File: src/rtl/instr_mem_loader.sv
// instr_mem_loader
//   Assembles a host byte stream (MSB first) into 32-bit instruction words and
//   writes them sequentially into the instruction memory write port. The CPU is
//   held in reset while a load is in progress, and released once the halt word
//   has been written (or the memory has filled up).
//
//   Optional feature macro: LOADER_CHECKSUM_EN
//     defined   -> one trailing checksum byte (XOR of all program bytes) is
//                  expected after the halt word; chk_err flags a mismatch.
//     undefined -> halt word write goes straight to DONE; chk_err tied to 0.
//
// Ports
//   clk, rst          clock (rising edge), async active-high reset
//   start             one-cycle load request, honoured only in IDLE/DONE
//   in_valid/in_data  byte source; in_ready is the accept handshake
//   mem_a/mem_d/mem_we  instruction memory write port, one strobe per word
//   cpu_hold, busy    high for the whole session
//   done              sticky completion flag, cleared by the next start
//   overflow          memory filled without seeing the halt word
//   word_count        words written this session
//   chk_err           checksum mismatch (feature only)
module instr_mem_loader #(
  parameter int          ADDR_W    = 10,
  parameter int          DEPTH     = 1024,
  parameter logic [31:0] HALT_WORD = 32'hFC000000
) (
  input  logic              clk,
  input  logic              rst,
  input  logic              start,
  input  logic              in_valid,
  input  logic [7:0]        in_data,
  output logic              in_ready,
  output logic [ADDR_W-1:0] mem_a,
  output logic [31:0]       mem_d,
  output logic              mem_we,
  output logic              cpu_hold,
  output logic              busy,
  output logic              done,
  output logic              overflow,
  output logic [ADDR_W:0]   word_count,
  output logic              chk_err
);

  localparam logic [ADDR_W-1:0] LAST_A = ADDR_W'(DEPTH - 1);

  typedef enum logic [2:0] {
    IDLE,
    RECV,
    WRITE,
`ifdef LOADER_CHECKSUM_EN
    CHECK,
`endif
    DONE
  } state_t;

  state_t      state, state_n;
  logic [1:0]  byte_idx;
  logic        accept;
  logic        start_ok;
  logic        in_ready_d, mem_we_d, busy_d, done_d;

  // in_ready is a registered copy of "state is RECV/CHECK", so the handshake
  // can use it directly.
  assign accept   = in_valid & in_ready;
  assign start_ok = start & ((state == IDLE) | (state == DONE));

  // ---------------------------------------------------------------- state reg
  always_ff @(posedge clk or posedge rst) begin
    if (rst) state <= IDLE;
    else     state <= state_n;
  end

  // ---------------------------------------------------------------- next state
  always_comb begin
    state_n = state;
    case (state)
      IDLE, DONE: if (start) state_n = RECV;
      RECV:       if (accept && byte_idx == 2'd3) state_n = WRITE;
      WRITE: begin
        // mem_d holds the word being written this cycle
        if (mem_d == HALT_WORD)
`ifdef LOADER_CHECKSUM_EN
          state_n = CHECK;
`else
          state_n = DONE;
`endif
        else if (mem_a == LAST_A) state_n = DONE;
        else                      state_n = RECV;
      end
`ifdef LOADER_CHECKSUM_EN
      CHECK:      if (accept) state_n = DONE;
`endif
      default:    state_n = IDLE;
    endcase
  end

  // ---------------------------------------------------------------- outputs
  // Decoded from the next state and registered below, so every flag changes
  // on the same edge as the state it belongs to.
  always_comb begin
    in_ready_d = (state_n == RECV);
`ifdef LOADER_CHECKSUM_EN
    in_ready_d = in_ready_d | (state_n == CHECK);
`endif
    mem_we_d   = (state_n == WRITE);
    busy_d     = (state_n != IDLE) && (state_n != DONE);
    done_d     = (state_n == DONE);
  end

  always_ff @(posedge clk or posedge rst) begin
    if (rst) begin
      in_ready <= 1'b0;
      mem_we   <= 1'b0;
      busy     <= 1'b0;
      cpu_hold <= 1'b0;
      done     <= 1'b0;
    end else begin
      in_ready <= in_ready_d;
      mem_we   <= mem_we_d;
      busy     <= busy_d;
      cpu_hold <= busy_d;
      done     <= done_d;
    end
  end

  // ---------------------------------------------------------------- datapath
  // mem_d doubles as the byte shift register; mem_a is the write pointer.
  always_ff @(posedge clk or posedge rst) begin
    if (rst) begin
      mem_a      <= '0;
      mem_d      <= '0;
      byte_idx   <= '0;
      word_count <= '0;
      overflow   <= 1'b0;
    end else if (start_ok) begin
      mem_a      <= '0;
      mem_d      <= '0;
      byte_idx   <= '0;
      word_count <= '0;
      overflow   <= 1'b0;
    end else begin
      case (state)
        RECV: if (accept) begin
          mem_d    <= {mem_d[23:0], in_data};
          byte_idx <= byte_idx + 2'd1;   // wraps to 0 after the 4th byte
        end
        WRITE: begin
          word_count <= word_count + 1'b1;
          if (mem_d != HALT_WORD) begin
            // never wrap: the last address ends the session instead
            if (mem_a == LAST_A) overflow <= 1'b1;
            else                 mem_a    <= mem_a + 1'b1;
          end
        end
        default: ;
      endcase
    end
  end

`ifdef LOADER_CHECKSUM_EN
  logic [7:0] xor_acc;

  always_ff @(posedge clk or posedge rst) begin
    if (rst) begin
      xor_acc <= '0;
      chk_err <= 1'b0;
    end else if (start_ok) begin
      xor_acc <= '0;
      chk_err <= 1'b0;
    end else begin
      if (state == RECV && accept)  xor_acc <= xor_acc ^ in_data;
      if (state == CHECK && accept) chk_err <= (in_data != xor_acc);
    end
  end
`else
  assign chk_err = 1'b0;
`endif

endmodule

File: config.mk
export PLATFORM = sky130hd
export DESIGN_NAME = instr_mem_loader
export DESIGN_NICKNAME = d
export VERILOG_FILES = /design/src/rtl/instr_mem_loader.sv
export SDC_FILE = /design/constraint.sdc
export NUM_CORES = 1
export LEC_CHECK = 0
export ABC_AREA = 1
export ABC_CLOCK_PERIOD_IN_PS = 2800
export CORE_MARGIN = 2
export CORE_UTILIZATION = 45
export CTS_CLUSTER_SIZE = 16
export DETAILED_ROUTE_END_ITERATION = 8
export DONT_BUFFER_PORTS = 1
export RECOVER_POWER = 100
export SYNTH_ARGS = -nofsm -noshare
export SYNTH_HDL_FRONTEND = slang
export SYNTH_SLANG_ARGS = --single-unit
File: constraint.sdc
create_clock -name clk -period 2.8 [get_ports clk]
set_input_delay 0.56 -clock clk [delete_from_list [all_inputs] [get_ports clk]]
set_output_delay 0.56 -clock clk [all_outputs]
set_load 0.03 [all_outputs]
==> flow_summary.toml, run 1 <==
[place]
dpl_cell_area_um2 = 3070
io_buffers = 0
dp_hpwl_um = 4690
gp_congestion = 0.847
place_inst = 438

[floorplan]
start_util = 0.470
rows = 29
coreArea_um2 = 6390
die_x_um = 85.7
dieArea_um2 = 7340
die_h_um = 85.7
ioPinCount = 72

[grt]
gr-total-overflow = 0
grt_usage = 0.201
grt_pass1_vias = 2291
grt_antenna_before_repair = 0
grt_first_pass_wirelength_um = 11400
grt_max_degree = 34

[synth]
synth_xor_xnor_area_share = 0.0204
synth_cells = 368
ys_seq_area_frac = 0.525
synth_compound_area_frac = 0.107
synth_simple_gate_area_share = 0.238
synth-adder-area-share = 0.0125
synth_edf_count = 0
netlist_area_um2 = 3000
ys_async_sr_fraction = 1.00
avgSynthCellArea_um2 = 8.15
synth_flop_cell = "dfrtp_1"
synth_top_family_by_area = "simple AND/OR/NAND/NOR gates"
ys_warn_count = 0
synth_cell_types = 29
yosys_register_bits = 63
synth.area.mux_share = 0

[timing]
holdWs_ps = 341
setup_viol_count_final = 0
fin_skew_ps = 6.09
period_minus_slack_ps = 2240
slew_headroom = 0.198
hold_violations = 0
rsz0062_at_grt = "false"
tns_ps = 0
tightest_slew_ps = 1200
fin_crit_sh = 0.799
final-max-slew-violation-count = 0
fmax_mhz = 447

[detailed_routing]
route.detailed.drc = 0
wl_per_cell_um = 15.0
finalWirelength_um = 6810
avgViaCountPerCell = 5.23
postRouteAntennaNets = 0
first_pass_iters = 4
drt_iter0_drc = 128
via_count = 2371

[final_layout]
final_cell_count_no_fill = 453
area_growth_pct = 8.55
finalInstanceArea_um2 = 3260
diodes = 0
drive_gt1_frac = 0.0745
utilization = 0.510
fillers = 612
fin_nets = 387
most-common-layout-cells = "91 x nand2_1, 63 x dfrtp_1, 52 x inv_1, 38 x nor2_1, 22 x nand3_1"
final_common_cell = "nand2_1"

[clocking]
cts_sinks = 63
root_buffer = "clkbuf_8"
ctsHoldBuffers = 0
cts_buffers = 9
cts_htree_levels = 3
ctsResizeCount = 0
clockBufferDepth = 2
cts.clk_slew.worst_paths_ps = 70
cts_tree = "done"
post-cts-setup-buffers = 0
clock_latency_ps = 340

[critical_path]
worstPathRequired_ps = 3020
critPathKind = "reg2reg"
startpoint_type = "flop"
path_max_fanout = 33
arrival_ps = 2450
critPathCaptureType = "flop"

[pwr]
p_per_area_nw_per_um2 = 718
ir_worst_vdd_mv = 0.376
leakage_nw = 1.66

[min_path]
hp-class = "in2reg"

[job]
cap_violations = 0

[status]
status = "completed"
flip-flops by register name (all words and copies together) (netlist names):
name and count:
mem_d 32, mem_we 1, word_count 11, mem_a 10
overflow 1, done 1, in_ready 1, busy 1
byte_idx 2, state 3
power by group:
part	internal [mW]	total [mW]	switching [mW]
Clock	0.518	0.860	0.343
Sequential	0.984	1.23	0.248
Combinational	0.0926	0.247	0.155
Total	1.59	2.34	0.745
cell usage after synthesis, types with 2 or more instances:
| cell | instances | area share |
|---|---|---|
| inv_2 | 4 | 0.0050 |
| nor3_1 | 3 | 0.0050 |
| nand3_1 | 22 | 0.037 |
| o22ai_1 | 18 | 0.038 |
| o21ai_0 | 21 | 0.035 |
| buf_2 | 9 | 0.015 |
| nor2_2 | 2 | 0.0042 |
| xor2_1 | 5 | 0.015 |
| xnor2_1 | 2 | 0.0058 |
| nor2_1 | 36 | 0.045 |
| nand4_1 | 5 | 0.010 |
| ha_1 | 3 | 0.013 |
| or2_2 | 4 | 0.0083 |
| a21oi_1 | 16 | 0.027 |
| inv_1 | 51 | 0.064 |
| nand2_1 | 90 | 0.11 |
| buf_4 | 3 | 0.0075 |
| dfrtp_1 | 63 | 0.53 |
layout make-up:
class | instances | area, µm² | area share
repair buffers | 5 | 31.3 | 0.00960
clock inverters | 4 | 70.1 | 0.0215
inverters | 55 | 206 | 0.0634
multi-input cells | 238 | 1130 | 0.348
clock buffers | 11 | 141 | 0.0434
well taps | 77 | 96.3 | 0.0296
flip-flops and latches | 63 | 1580 | 0.484
critical path: stages, from the launching register on:
cell      delay, ps
dfrtp_1         410
nand2_1          90
nand3_1          60
nor2_1           90
clkbuf_1        470
inv_2           420
o21ai_2         140
buf_4           280
o21ai_0         130
per-stage QoR:
stage	power (mW)	setup slack (ps)
after global routing	2.46	315
after CTS	2.37	753
final	2.34	562
after global placement	1.50	834
after detailed placement	1.51	762
after floorplan	1.43	670
layer usage:
metal / global-route usage / share of wire / vias to the layer above
li1: - / - / 1181
met1: 0.260 / 0.45 / 1105
met2: 0.295 / 0.44 / 72
met3: 0.0818 / 0.086 / 13
met4: 0.0952 / 0.024 / 0
met5: 0 / 0 / -
cell families (layout without fill, tap and decap cells):
kind of cell / Yosys count / in the layout
and+or+nand+nor: 168 / 168
buffers and inverters: 68 / 75
DFF: 63 / 63
AOI/OAI and AO/OA: 58 / 58
xor gates and xnor gates: 7 / 7
adders and majority gates: 3 / 3
other: 1 / 2
worst paths after layout:
path	end	slack, ps	start	depth (start not counted)
setup reg to reg	mem_d[2]	560	state[0]	8
max in group asynchronous	mem_d[21]	950	rst	2
hold / removal	mem_d[3]	340	in_data[3]	2
hold reg to reg	byte_idx[0]	490	byte_idx[0]	1
min in group asynchronous	mem_a[7]	430	rst	1
setup / recovery	mem_d[2]	560	state[0]	8
Power figures use the tool's default switching activity.
==> inputs of run 2 (changes only) <==
ABC_AREA = 0   (was 1)
ABC_CLOCK_PERIOD_IN_PS = 1900   (was 2800)
clock period = 1.9 ns   (was 2.8 ns; I/O delays follow)
==> run 2 against run 1 <==
Critical path depth shrank 3. Utilization rose by 3.0 points. Combinational power fell by 30%. Sequential cell count unchanged. Register-to-register slack lost 450 ps. Critical endpoint is now mem_a[9]. Largest power group unchanged.
==> flow_summary.toml, run 2 <==
[status]
status = "completed"

[critical_path]
worst_path_largest_cell_delay_ps = 460
rrSetupSlack_ps = 110
worstPathRequired_ps = 2170
critPathCaptureType = "flop"
critPathLaunch = "state[1]"
r2r_end = "mem_a[9]"
r2r-start = "state[1]"
critPathBufInv = 0
path_max_fanout = 6
rr_worst_depth = 5
arrival_ps = 2060
cp_slowest_cell = "or3b_4"
startpoint_type = "flop"
crit_chain = "or3b_4 -> nor2_4 -> nand3_1 -> or4_1 -> a21oi_1"
crit_cells = 5
critPathKind = "reg2reg"
path_delay_family = "simple AND/OR/NAND/NOR gates"
setup.worst_path.end = "mem_a[9]"

[clocking]
cts.clk_slew.worst_paths_ps = 70
cts_tree = "done"
cts_htree_levels = 3
root_buffer = "clkbuf_8"
clock_latency_ps = 340
cts_sinks = 63
clockBufferDepth = 2
post-cts-setup-buffers = 0
cts_buffers = 9

[pwr]
ir_worst_vdd_mv = 0.430
leakage_nw = 1.48
p_int_mw = 2.07
p_per_area_nw_per_um2 = 804
combPwrFrac = 0.063
swShare = 0.240
seq_power_share = 0.509
p_switching_mw = 0.654
clock_power_share = 0.427

[floorplan]
die_x_um = 84.0
die_h_um = 84.0
rows = 29
dieArea_um2 = 7050
start_util = 0.458
ioPinCount = 72
coreArea_um2 = 6280

[final_layout]
fin_nets = 369
most-common-layout-cells = "81 x nand2_1, 62 x dfrtp_1, 41 x clkbuf_1, 40 x a21oi_1, 14 x nor2_1"
utilization = 0.540
diodes = 0
top_regs = "mem_d (32), word_count (11), mem_a (10)"
area_growth_pct = 17.7
top_register = "mem_d"
fillers = 630
final_common_cell = "nand2_1"
drive_gt1_frac = 0.101
largest_register_ffs = 32

[grt]
gr-total-overflow = 0
grt_max_degree = 41
grt_pass1_vias = 2263
grt_first_pass_wirelength_um = 11100
grt_antenna_before_repair = 0
grt_usage = 0.201

[synth]
netlist_area_um2 = 2880
ys_seq_area_frac = 0.548
synth_flop_cell = "dfrtp_1"
yosysMostFrequentCell = "nand2_1"
avgSynthCellArea_um2 = 9.47
ys_async_sr_fraction = 1.00
yosys_register_bits = 63
synthDominantCellAreaShare = 0.548
netlist_top_cells_area = "dfrtp_1 55%, nand2_1 11%, a21oi_1 7.0%"
synth_cells = 304
synth_top_area_cell = "dfrtp_1"
synth_cell_types = 40
synthTopCellsByCount = "81 x nand2_1, 63 x dfrtp_1, 40 x a21oi_1"
synth_edf_count = 0
ys_warn_count = 0

[min_path]
hp-class = "in2reg"

[job]
cap_violations = 0

[detailed_routing]
finalWirelength_um = 6610
via_count = 2354
avgViaCountPerCell = 5.41
first_pass_iters = 4
postRouteAntennaNets = 0
wl_per_cell_um = 15.2
route.detailed.drc = 0
drt_iter0_drc = 116

[timing]
tightest_slew_ps = 1140
slew_headroom = 0.233
period_minus_slack_ps = 1790
fin_skew_ps = 8.58
hold_violations = 0
fmax_mhz = 559
tns_ps = 0
final-max-slew-violation-count = 0
holdWs_ps = 167
setup_viol_count_final = 0
fin_crit_sh = 0.942
rsz0062_at_grt = "false"

[place]
dp_hpwl_um = 4660
io_buffers = 0
gp_congestion = 0.767
-- run 2: cell types whose count changed after synthesis, sizes merged, moves of 8 or more --
cell	change
o21ai	-20
nand2	-10
inv	-52
a21oi	+24
buf	-8
clkbuf	+12
o22ai	-18
nor2	-22
nand3	-16
-- run 2: layout make-up --
class	instances	area, µm²	share of cell area
Clock buffer	11	151	0.0447
Clock inverter	4	45.0	0.0133
Inverter	3	12.5	0.00369
Multi-Input combinational cell	222	1220	0.360
Sequential cell	63	1580	0.466
Tap cell	77	96.3	0.0284
Timing Repair Buffer	55	284	0.0839
-- run 2: metrics by stage --
step / std cells / setup slack [ps] / power (mW) / cell area (µm²)
floorplan: 305 / -69.1 / 1.54 / 2890
global placement: 419 / 174 / 1.60 / 3350
detailed placement: 419 / 104 / 1.60 / 3350
CTS: 435 / 87.9 / 2.77 / 3560
global route: 435 / 0.00600 / 2.84 / 3390
finish: 435 / 111 / 2.72 / 3390
-- run 2: repair_timing --
action,CTS,global route
endpoints found under the hold margin,23,0
hold buffers,1,0
setup endpoints to repair,0,3
gates resized for setup,0,1
-- run 2: worst min-delay path by stage --
stage	start	to	slack [ps]	cells past startpoint
2_1_floorplan	rst	busy	500	1
3_3_place_gp	rst	byte_idx[0]	340	1
3_5_place_dp	rst	byte_idx[0]	340	1
4_1_cts	in_data[5]	mem_d[5]	150	2
5_1_grt	in_data[0]	mem_d[0]	140	2
6_report	in_data[5]	mem_d[5]	170	2
-- run 2: logic make-up after synthesis --
group | Yosys count | share of synthesized area
and+or+nand+nor | 144 | 0.242
DFF | 63 | 0.548
AOI/OAI and AO/OA | 57 | 0.114
buffers and inverters | 20 | 0.0317
xor gates and xnor gates | 12 | 0.0365
muxes | 4 | 0.0139
adders and majority gates | 3 | 0.0130
other | 1 | 0.00130
-- run 2: routing by layer --
metal  wire (µm)  part of all wire  track usage  vias to the layer above
met1        3000              0.45        0.266                     1126
met3         523             0.079       0.0920                        4
met2        3040              0.46        0.296                       70
met5           0                 0            0                        -
met4          53            0.0080       0.0616                        0
li1            -                 -            -                     1154
-- run 2: power groups by stage --
stage	sequential (mW)	clock (mW)	combinational [mW]
after floorplan	1.45	0	0.0961
after global placement	1.41	0	0.191
after detailed placement	1.41	0	0.192
after CTS	1.39	1.19	0.194
after global routing	1.39	1.26	0.193
final	1.39	1.16	0.172
